[config.mk]
export PLATFORM = sky130hd
export DESIGN_NAME = ov7670_capture_flat
export DESIGN_NICKNAME = d
export VERILOG_FILES = /design/src/rtl/ov7670_capture_if.sv /design/src/rtl/ov7670_capture.sv /design/src/flat_wrapper.sv
export SDC_FILE = /design/constraint.sdc
export NUM_CORES = 1
export LEC_CHECK = 0
export ABC_AREA = 1
export CAP_MARGIN = 0
export CORE_MARGIN = 2
export CORE_UTILIZATION = 45
export CTS_CLUSTER_DIAMETER = 200
export CTS_CLUSTER_SIZE = 24
export DETAILED_ROUTE_END_ITERATION = 10
export PLACE_DENSITY = 0.69
export SLEW_MARGIN = 5
export SYNTH_ARGS = -nofsm -noshare
export SYNTH_HDL_FRONTEND = slang
export SYNTH_SLANG_ARGS = --single-unit
[constraint.sdc]
create_clock -name i_pixel_clk -period 1.8 [get_ports i_pixel_clk]
set_clock_uncertainty 0.1 [all_clocks]
set_input_delay 0.27 -clock i_pixel_clk [delete_from_list [all_inputs] [get_ports i_pixel_clk]]
set_output_delay 0.27 -clock i_pixel_clk [all_outputs]
set_load 0.01 [all_outputs]
[src/rtl/ov7670_capture_if.sv]
// Frame-buffer write port driven by the OV7670 capture stage.
interface ov7670_capture_if #(
  parameter int unsigned ADDR_W = 17
);
  logic              wr_en;
  logic [ADDR_W-1:0] wr_addr;
  logic [11:0]       wr_data;

  modport master (output wr_en, wr_addr, wr_data);
  modport slave  (input  wr_en, wr_addr, wr_data);
endinterface

[src/rtl/ov7670_capture.sv]
// OV7670 DVP capture: RGB565 byte pairs in, RGB444 pixel writes with linear addresses out.
// Runs entirely on the camera pixel clock.
module ov7670_capture #(
  parameter int unsigned H_ACTIVE    = 320,
  parameter int unsigned V_ACTIVE    = 240,
  parameter int unsigned ADDR_W      = 17,
  parameter int unsigned SKIP_FRAMES = 2
) (
  input  logic             i_pixel_clk,
  input  logic             i_reset_n,
  input  logic             i_capture_en,
  input  logic             i_cam_vsync,
  input  logic             i_cam_href,
  input  logic [7:0]       i_cam_d,
  ov7670_capture_if.master o_wr,
  output logic             o_frame_start,
  output logic             o_frame_done,
  output logic             o_frame_err,
  output logic             o_busy
);

  localparam int unsigned XW = $clog2(H_ACTIVE + 1);
  localparam int unsigned YW = $clog2(V_ACTIVE + 1);
  localparam int unsigned SW = (SKIP_FRAMES > 0) ? $clog2(SKIP_FRAMES + 1) : 1;
  localparam logic [XW-1:0] XMax = XW'(H_ACTIVE);
  localparam logic [YW-1:0] YMax = YW'(V_ACTIVE);

  typedef enum logic [1:0] {StWaitFrame, StLineWait, StByteHi, StByteLo} state_e;

  state_e            r_state;
  logic              r_vs_q, r_vs_qq, r_hr_q;
  logic [7:0]        r_d_q;
  logic [6:0]        r_hi;          // {R[3:0], G[5:3]} of the pending high byte
  logic [SW-1:0]     r_skip_cnt;
  logic [XW-1:0]     r_x;
  logic [YW-1:0]     r_y;
  logic [ADDR_W-1:0] r_addr_cnt;
  logic              r_wr_en;
  logic [ADDR_W-1:0] r_wr_addr;
  logic [11:0]       r_wr_data;
  logic              r_frame_start, r_frame_done, r_frame_err, r_busy;

  logic              w_frame_start, w_frame_end;
  logic              w_line_short, w_x_room, w_y_room;
  logic [YW-1:0]     w_y_next;
  logic [11:0]       w_pix;

  // Register the camera inputs once; a second vsync stage gives the edge detector.
  always_ff @(posedge i_pixel_clk) begin
    if (!i_reset_n) begin
      r_vs_q  <= 1'b0;
      r_vs_qq <= 1'b0;
      r_hr_q  <= 1'b0;
      r_d_q   <= 8'h00;
    end else begin
      r_vs_q  <= i_cam_vsync;
      r_vs_qq <= r_vs_q;
      r_hr_q  <= i_cam_href;
      r_d_q   <= i_cam_d;
    end
  end

  assign w_frame_start = r_vs_qq & ~r_vs_q;
  assign w_frame_end   = ~r_vs_qq & r_vs_q;
  assign w_line_short  = (r_x != XMax);
  assign w_x_room      = (r_x < XMax);
  assign w_y_room      = (r_y < YMax);
  assign w_y_next      = (r_y == YMax) ? r_y : r_y + 1'b1;
  // R = hi[7:4], G = {hi[2:0], lo[7]}, B = lo[4:1]
  assign w_pix         = {r_hi, r_d_q[7], r_d_q[4:1]};

  // Frame/line/pixel sequencing; every output is registered here.
  always_ff @(posedge i_pixel_clk) begin
    if (!i_reset_n) begin
      r_state       <= StWaitFrame;
      r_skip_cnt    <= SW'(SKIP_FRAMES);
      r_hi          <= '0;
      r_x           <= '0;
      r_y           <= '0;
      r_addr_cnt    <= '0;
      r_wr_en       <= 1'b0;
      r_wr_addr     <= '0;
      r_wr_data     <= '0;
      r_frame_start <= 1'b0;
      r_frame_done  <= 1'b0;
      r_frame_err   <= 1'b0;
      r_busy        <= 1'b0;
    end else begin
      r_wr_en       <= 1'b0;
      r_frame_start <= 1'b0;
      r_frame_done  <= 1'b0;
      if (r_state != StWaitFrame && w_frame_end) begin
        // Frame end wins over a byte arriving in the same cycle; a half pixel is dropped.
        r_frame_done <= 1'b1;
        if (r_y != YMax) r_frame_err <= 1'b1;
        r_busy  <= 1'b0;
        r_state <= StWaitFrame;
      end else begin
        unique case (r_state)
          StWaitFrame: begin
            if (w_frame_start) begin
              if (r_skip_cnt != '0) begin
                r_skip_cnt <= r_skip_cnt - 1'b1;
              end else if (i_capture_en) begin
                r_frame_start <= 1'b1;
                r_frame_err   <= 1'b0;
                r_x           <= '0;
                r_y           <= '0;
                r_addr_cnt    <= '0;
                r_busy        <= 1'b1;
                r_state       <= StLineWait;
              end
            end
          end
          StLineWait: begin
            // Lines with no bytes never leave this state, so they are not counted.
            if (r_hr_q) begin
              r_hi    <= {r_d_q[7:4], r_d_q[2:0]};
              r_state <= StByteLo;
            end
          end
          StByteHi: begin
            if (r_hr_q) begin
              r_hi    <= {r_d_q[7:4], r_d_q[2:0]};
              r_state <= StByteLo;
            end else begin
              if (w_line_short) r_frame_err <= 1'b1;
              r_x     <= '0;
              r_y     <= w_y_next;
              r_state <= StLineWait;
            end
          end
          StByteLo: begin
            if (r_hr_q) begin
              r_state <= StByteHi;
              if (w_x_room) r_x <= r_x + 1'b1;
              if (w_x_room && w_y_room) begin
                r_wr_en    <= 1'b1;
                r_wr_addr  <= r_addr_cnt;
                r_wr_data  <= w_pix;
                r_addr_cnt <= r_addr_cnt + 1'b1;
              end else begin
                r_frame_err <= 1'b1;
              end
            end else begin
              // Odd byte count: the dangling high byte is discarded.
              r_frame_err <= 1'b1;
              r_x         <= '0;
              r_y         <= w_y_next;
              r_state     <= StLineWait;
            end
          end
          default: r_state <= StWaitFrame;
        endcase
      end
    end
  end

  assign o_wr.wr_en    = r_wr_en;
  assign o_wr.wr_addr  = r_wr_addr;
  assign o_wr.wr_data  = r_wr_data;
  assign o_frame_start = r_frame_start;
  assign o_frame_done  = r_frame_done;
  assign o_frame_err   = r_frame_err;
  assign o_busy        = r_busy;

endmodule

[src/flat_wrapper.sv]
// flat-port wrapper written by rule: the top's interface ports become plain ports
module ov7670_capture_flat 
#(
  parameter int unsigned H_ACTIVE    = 320,
  parameter int unsigned V_ACTIVE    = 240,
  parameter int unsigned ADDR_W      = 17,
  parameter int unsigned SKIP_FRAMES = 2
)
  (i_pixel_clk, i_reset_n, i_capture_en, i_cam_vsync, i_cam_href, i_cam_d, o_frame_start, o_frame_done, o_frame_err, o_busy, o_wr_wr_en, o_wr_wr_addr, o_wr_wr_data);
  ov7670_capture_if #(.ADDR_W(ADDR_W)) o_wr_i ();
  input  logic i_pixel_clk;
  input  logic i_reset_n;
  input  logic i_capture_en;
  input  logic i_cam_vsync;
  input  logic i_cam_href;
  input  logic [7:0] i_cam_d;
  output logic o_frame_start;
  output logic o_frame_done;
  output logic o_frame_err;
  output logic o_busy;
  output wire logic [$bits(o_wr_i.wr_en)-1:0] o_wr_wr_en;
  output wire logic [$bits(o_wr_i.wr_addr)-1:0] o_wr_wr_addr;
  output wire logic [$bits(o_wr_i.wr_data)-1:0] o_wr_wr_data;
  assign o_wr_wr_en = o_wr_i.wr_en;
  assign o_wr_wr_addr = o_wr_i.wr_addr;
  assign o_wr_wr_data = o_wr_i.wr_data;
  ov7670_capture #(.H_ACTIVE(H_ACTIVE), .V_ACTIVE(V_ACTIVE), .ADDR_W(ADDR_W), .SKIP_FRAMES(SKIP_FRAMES)) u_core (.i_pixel_clk(i_pixel_clk), .i_reset_n(i_reset_n), .i_capture_en(i_capture_en), .i_cam_vsync(i_cam_vsync), .i_cam_href(i_cam_href), .i_cam_d(i_cam_d), .o_wr(o_wr_i), .o_frame_start(o_frame_start), .o_frame_done(o_frame_done), .o_frame_err(o_frame_err), .o_busy(o_busy));
endmodule
=== Word-level counts from Yosys, hierarchy flattened ===
Cells that the tools add are included.

* Add/subtract/negate cells: 4
* $lt $le $gt $ge: 2
* Equal/unequal tests: 23
* Multiplexer cells: 39
* Bitwise operators: 11
* Reductions and logical operators: 23

{| class="wikitable"
|+ Operators with widths
! cell !! number
|-
| two-way mux 17 bit || 5
|-
| two-way mux 9 bit || 6
|-
| two-way mux 8 bit || 5
|-
| one-hot mux 17 bit (2 select lines) || 1
|-
| one-hot mux 9 bit (3 select lines) || 1
|-
| AND reduction 7 bit || 3
|-
| adder 17 x 1 -> 17 bit, second input constant || 1
|-
| one-hot mux 8 bit (2 select lines) || 1
|-
| AND reduction 4 bit || 4
|-
| two-way mux 1 bit || 12
|-
| two-way mux 2 bit || 6
|-
| != test 2 bit, second input constant || 6
|-
| adder 9 x 1 -> 9 bit, second input constant || 1
|-
| < comparator 9 bit, second input constant || 1
|-
| != test 9 bit, second input constant || 1
|-
| NOT 1 bit || 9
|-
| adder 8 x 1 -> 8 bit, second input constant || 1
|-
| equality test 8 bit, second input constant || 1
|-
| < comparator 8 bit, second input constant || 1
|-
| != test 2 x 1 -> 1 bit, second input constant || 4
|-
| != test 8 bit, second input constant || 1
|-
| one-hot mux 2 bit (4 select lines) || 1
|-
| AND reduction 8 bit || 1
|-
| nonzero test 2 bit || 4
|-
| 17 further kinds || 25
|}

* Flip-flop bits (word level): 90
* Input bits: 13
* Output and inout port bits: 34
* Logic and storage cells: 119

=== Depth between registers and ports, before layout ===
* Word-level depth: 6
* Gate-level depth with buffers: 12
* Depth with buffers taken out: 12

=== Worst setup path after synthesis ===
Ideal clock, no wire load.

* Kind: register to register
* From: register u_core.r_state[0]
* To: register u_core.r_x[1]
* Library setup time: 0.130 ns
* Arrival: 1.586 ns
* Data required time: 1.570 ns
* Setup slack: -0.016 ns
* Cell stages (with the launch flop): 9
* Buffers on the path: 0
* Clock period less this slack: 1.816 ns
* Path through: dfxtp_1 > inv_1 > ha_1 > nand2_1 > nand2_1 > nor2_1 > nand2_2 > o21ai_1 > nor2_1

* Longest elaborated chain between the ends: 4
* Elaborated cells between the ends (all ways): 14
* Classes of those cells: 7 x eq/ne; 1 x mux; 1 x bitwise; 5 x reduce/logical

{| class="wikitable"
|+ Ends and longest elaborated chain
! what !! line !! RTL
|-
| start, declared || ov7670_capture.sv:30 || <nowiki>state_e r_state;</nowiki>
|-
| start signal, assigned || ov7670_capture.sv:75 || <nowiki>r_state <= StWaitFrame;</nowiki>
|-
| start signal, assigned || ov7670_capture.sv:97 || <nowiki>r_state <= StWaitFrame;</nowiki>
|-
| start signal, assigned || ov7670_capture.sv:111 || <nowiki>r_state <= StLineWait;</nowiki>
|-
| parallel branches: the longest is 4 deep, another holds AND reduction 7 bit || - ||
|-
| end signal, assigned || ov7670_capture.sv:136 || <nowiki>if (w_x_room) r_x <= r_x + 1'b1;</nowiki>
|-
| end, declared || ov7670_capture.sv:35 || <nowiki>logic [XW-1:0] r_x;</nowiki>
|}

Several ways; the timed one is not identified.
A chain may end at the register's enable or synchronous reset.

=== Worst setup path after layout ===
* From: register u_core.r_state[0]
* To: register u_core.r_addr_cnt[0]

* Longest elaborated chain between the ends: 4
* Elaborated cells between the ends (all ways): 13
* Classes of those cells: 6 x eq/ne; 1 x mux; 1 x bitwise; 5 x reduce/logical

{| class="wikitable"
|+ Ends and longest elaborated chain
! what !! line !! RTL
|-
| parallel branches: the longest is 4 deep, another holds AND reduction 7 bit || - ||
|-
| end signal, assigned || ov7670_capture.sv:141 || <nowiki>r_addr_cnt <= r_addr_cnt + 1'b1;</nowiki>
|-
| end, declared || ov7670_capture.sv:37 || <nowiki>logic [ADDR_W-1:0] r_addr_cnt;</nowiki>
|}

Several ways; the timed one is not identified.

==> results.sh <==
export IMPL_run_status="completed"
export IMPL_synth_cell_type_count=33
export IMPL_grt_pass1_wl_microns=15600
export IMPL_whs_ps=308
export IMPL_h_tree_depth=3
export IMPL_cts_hold_buf=0
export IMPL_yosys_top_cells_count="118 x nor2_1, 112 x nand2_1, 90 x dfxtp_1"
export IMPL_synthCells=590
export IMPL_syn_nets=614
export IMPL_worstPathRequired_ps=1970
export IMPL_grt_use_met3_pct=6.13
export IMPL_drive_gt1_share_pct=15.3
export IMPL_arrival_ps=1920
export IMPL_clock_latency_ps=370
export IMPL_grt_use_met2_pct=29.3
export IMPL_synth_compound_area_share_pct=12.9
export IMPL_min_path_cells=3
export IMPL_cts_buffer_depth=2
export IMPL_max_slew_margin_rel_pct=74.4
export IMPL_cts_buffers_inserted=9
export IMPL_ys_ff_latch=90
export IMPL_ys_flop_type="dfxtp_1"
export IMPL_synth_seq_area_share_pct=43.4
export IMPL_dp_slack_ps=-97.7
export IMPL_ios=47
export IMPL_ys_top_cells_by_area="dfxtp_1 43%, nor2_1 11%, nand2_1 10%"
export IMPL_gr_total_overflow=0
export IMPL_rsz0062_at_grt="yes"
export IMPL_powerDensity_nw_per_um2=655
export IMPL_die_w_microns=100
export IMPL_rows=35
export IMPL_dieArea_sq_um=10000
export IMPL_worstMarginPinSlew_ps=382
export IMPL_synth_xor_area_share_pct=1.06
export IMPL_p_leak_uw=0.00228
export IMPL_synth_largest_area_cell="dfxtp_1"
export IMPL_max_stage_delay_ps=350
export IMPL_ant_nets=0
export IMPL_maxCapViolCount=0
export IMPL_synth_top_family_by_area="simple AND/OR/NAND/NOR gates"
export IMPL_hold_violations=0
export IMPL_gr_usage_met1_pct=25.9
export IMPL_top_usage_layer="met2"
export IMPL_slew_violations=0
export IMPL_vias_per_cell=4.91
export IMPL_via_count=3891
export IMPL_path_cells="inv_2, ha_4, inv_4, nand3b_4, nand2_4, nor2_4, nand3_4, buf_4, o21ai_0, a21oi_1"
export IMPL_core_area_sq_um=9110
export IMPL_synth_mux_area_fraction_pct=0
export IMPL_die_h_microns=100
export IMPL_synth_most_common_cell="nor2_1"
export IMPL_hp_class="input pin to register"
export IMPL_grt_pass1_vias=3513
export IMPL_totalWireLength_microns=9620
export IMPL_synth_edf_count=0
export IMPL_finalSetupViolCount=0
export IMPL_wire_per_inst_microns=12.1
export IMPL_grt_max_degree=39
export IMPL_grt_antenna_before_repair=0
export IMPL_total_power_uw=3510
export IMPL_tns_ps=0
export IMPL_worst_path_max_delay_cell="dfxtp_2"
export IMPL_grt_usage_pct=19.2
export IMPL_initial_core_util_pct=45.5
export IMPL_io_buffers=46
export IMPL_period_minus_slack_ps=1760
export IMPL_worstSetupPathType="register to register"
export IMPL_ys_warn_count=0
export IMPL_cts_sink_count=90
export IMPL_clk_pin_slew_ps=100
export IMPL_synthAdderAreaFrac_pct=3.32
export IMPL_synthSimpleGateAreaFrac_pct=30.1
export IMPL_cpLargestDelayFamily="simple AND/OR/NAND/NOR gates"
export IMPL_cts_tree="built"
export IMPL_fill_cells=840
export IMPL_worst_path_stages=10
export IMPL_drt_iter0_drc=178
export IMPL_antennaDiodeCount=0
export IMPL_critPathLaunchType="register"
export IMPL_reg2regPathDepth=10
export IMPL_setup_ws_ps=41.3
export IMPL_fmax_mhz=569
export IMPL_hpwlAfterDp_microns=6660
export IMPL_root_buffer="clkbuf_8"
export IMPL_nets=700
export IMPL_first_pass_iters=4
export IMPL_ys_async_sr_fraction_pct=0
export IMPL_worst_setup_path_end_kind="register"
export IMPL_synth_avg_cell_area_sq_um=7.03
export IMPL_drc=0
export IMPL_period_share_pct=97.7
export IMPL_netlist_area_leader_share_pct=43.4
export IMPL_syn_area_sq_um=4150
export IMPL_area_delta_synth_final_pct=29.1
export IMPL_crit_buf_inv=3
export IMPL_gp_congestion=0.925
export IMPL_crit_path_max_fanout=7
export IMPL_vdd_drop_max_mv=0.464
[stage by stage]
step / utilization [%] / std cells / cell area [sq um]
after floorplan: - / 590 / 4150
after global placement: 54.5 / 766 / 4960
after detailed placement: 54.5 / 766 / 4960
after CTS: 56.8 / 783 / 5170
after global routing: 58.8 / 792 / 5350
final: 58.8 / 792 / 5350
[tightest hold or removal path, cell delays in order]
cell and delay (ps):
clkdlybuf4s50_1 390, nand2_1 60, inv_1 30
[routing by layer]
layer / vias up / share of wire, %
met2: 74 / 44
met4: 0 / 2.0
li1: 2057 / -
met3: 14 / 5.1
met5: - / 0
met1: 1746 / 49
[final cells by class]
class / count / area (sq um) / area share (%)
inverters: 72 / 275 / 5.14
clock inverters: 7 / 68.8 / 1.29
flip-flops and latches: 90 / 1810 / 33.7
repair buffers: 91 / 877 / 16.4
clock buffers: 9 / 124 / 2.31
well taps: 111 / 139 / 2.59
multi-input cells: 412 / 2060 / 38.6
[cell families (layout without fill, tap and decap cells)]
kind of cell | count (synthesis) | in the layout
buffers and inverters | 89 | 179
AOI/OAI and AO/OA | 102 | 103
and+or+nand+nor | 293 | 293
DFF | 90 | 90
adders and majority gates | 11 | 11
xor gates and xnor gates | 5 | 5
[timing repair]
item	4_1_cts	5_1_grt
resized for setup	7	39
setup buffers	0	8
endpoints found under the hold margin	0	0
cloned	1	1
endpoints found under the setup margin	42	65
pin swaps	1	11
[registers in the layout (all words and copies together), names as in the netlist]
signal / cells
u_core.o_wr.wr_en: 1
u_core.r_y: 8
u_core.r_state: 2
u_core.r_hr_q: 1
u_core.r_vs_qq: 1
u_core.o_frame_err: 1
u_core.r_hi: 7
u_core.o_wr.wr_addr: 17
u_core.r_d_q: 8
u_core.r_skip_cnt: 2
u_core.r_addr_cnt: 17
u_core.r_x: 9
u_core.o_busy: 1
u_core.o_frame_start: 1
u_core.r_vs_q: 1
u_core.o_wr.wr_data: 12
u_core.o_frame_done: 1
[layout by cell type, fill, tap and decap left out, drive strengths merged]
cell           count
a211oi             1
and2               2
xor2               5
a21oi             41
nand4             10
nand3b             1
nand2            114
clkbuf            10
nand3             38
inv               76
o21a               1
dfxtp             90
clkinv             3
o21bai             3
clkdlybuf4s50     46
nor2             122
ha                11
nor3               3
a31oi              1
or2                2
o21ai             56
nor3b              1
buf               44
[report_power, final]
group | switching [uW] | total [uW] | internal [uW]
Clock | 813 | 1360 | 543
Sequential | 9.92 | 2020 | 2010
Combinational | 70.1 | 135 | 65.3
Total | 893 | 3510 | 2610
[final timing paths]
check	startpoint	end	slack (ps)
max	u_core.r_state[0]	u_core.r_addr_cnt[0]	40
min	i_cam_d[1]	u_core.r_d_q[1]	310
max reg2reg	u_core.r_state[0]	u_core.r_addr_cnt[0]	40
min reg2reg	u_core.o_busy	u_core.o_busy	350
(Power assumes the default switching activity.)
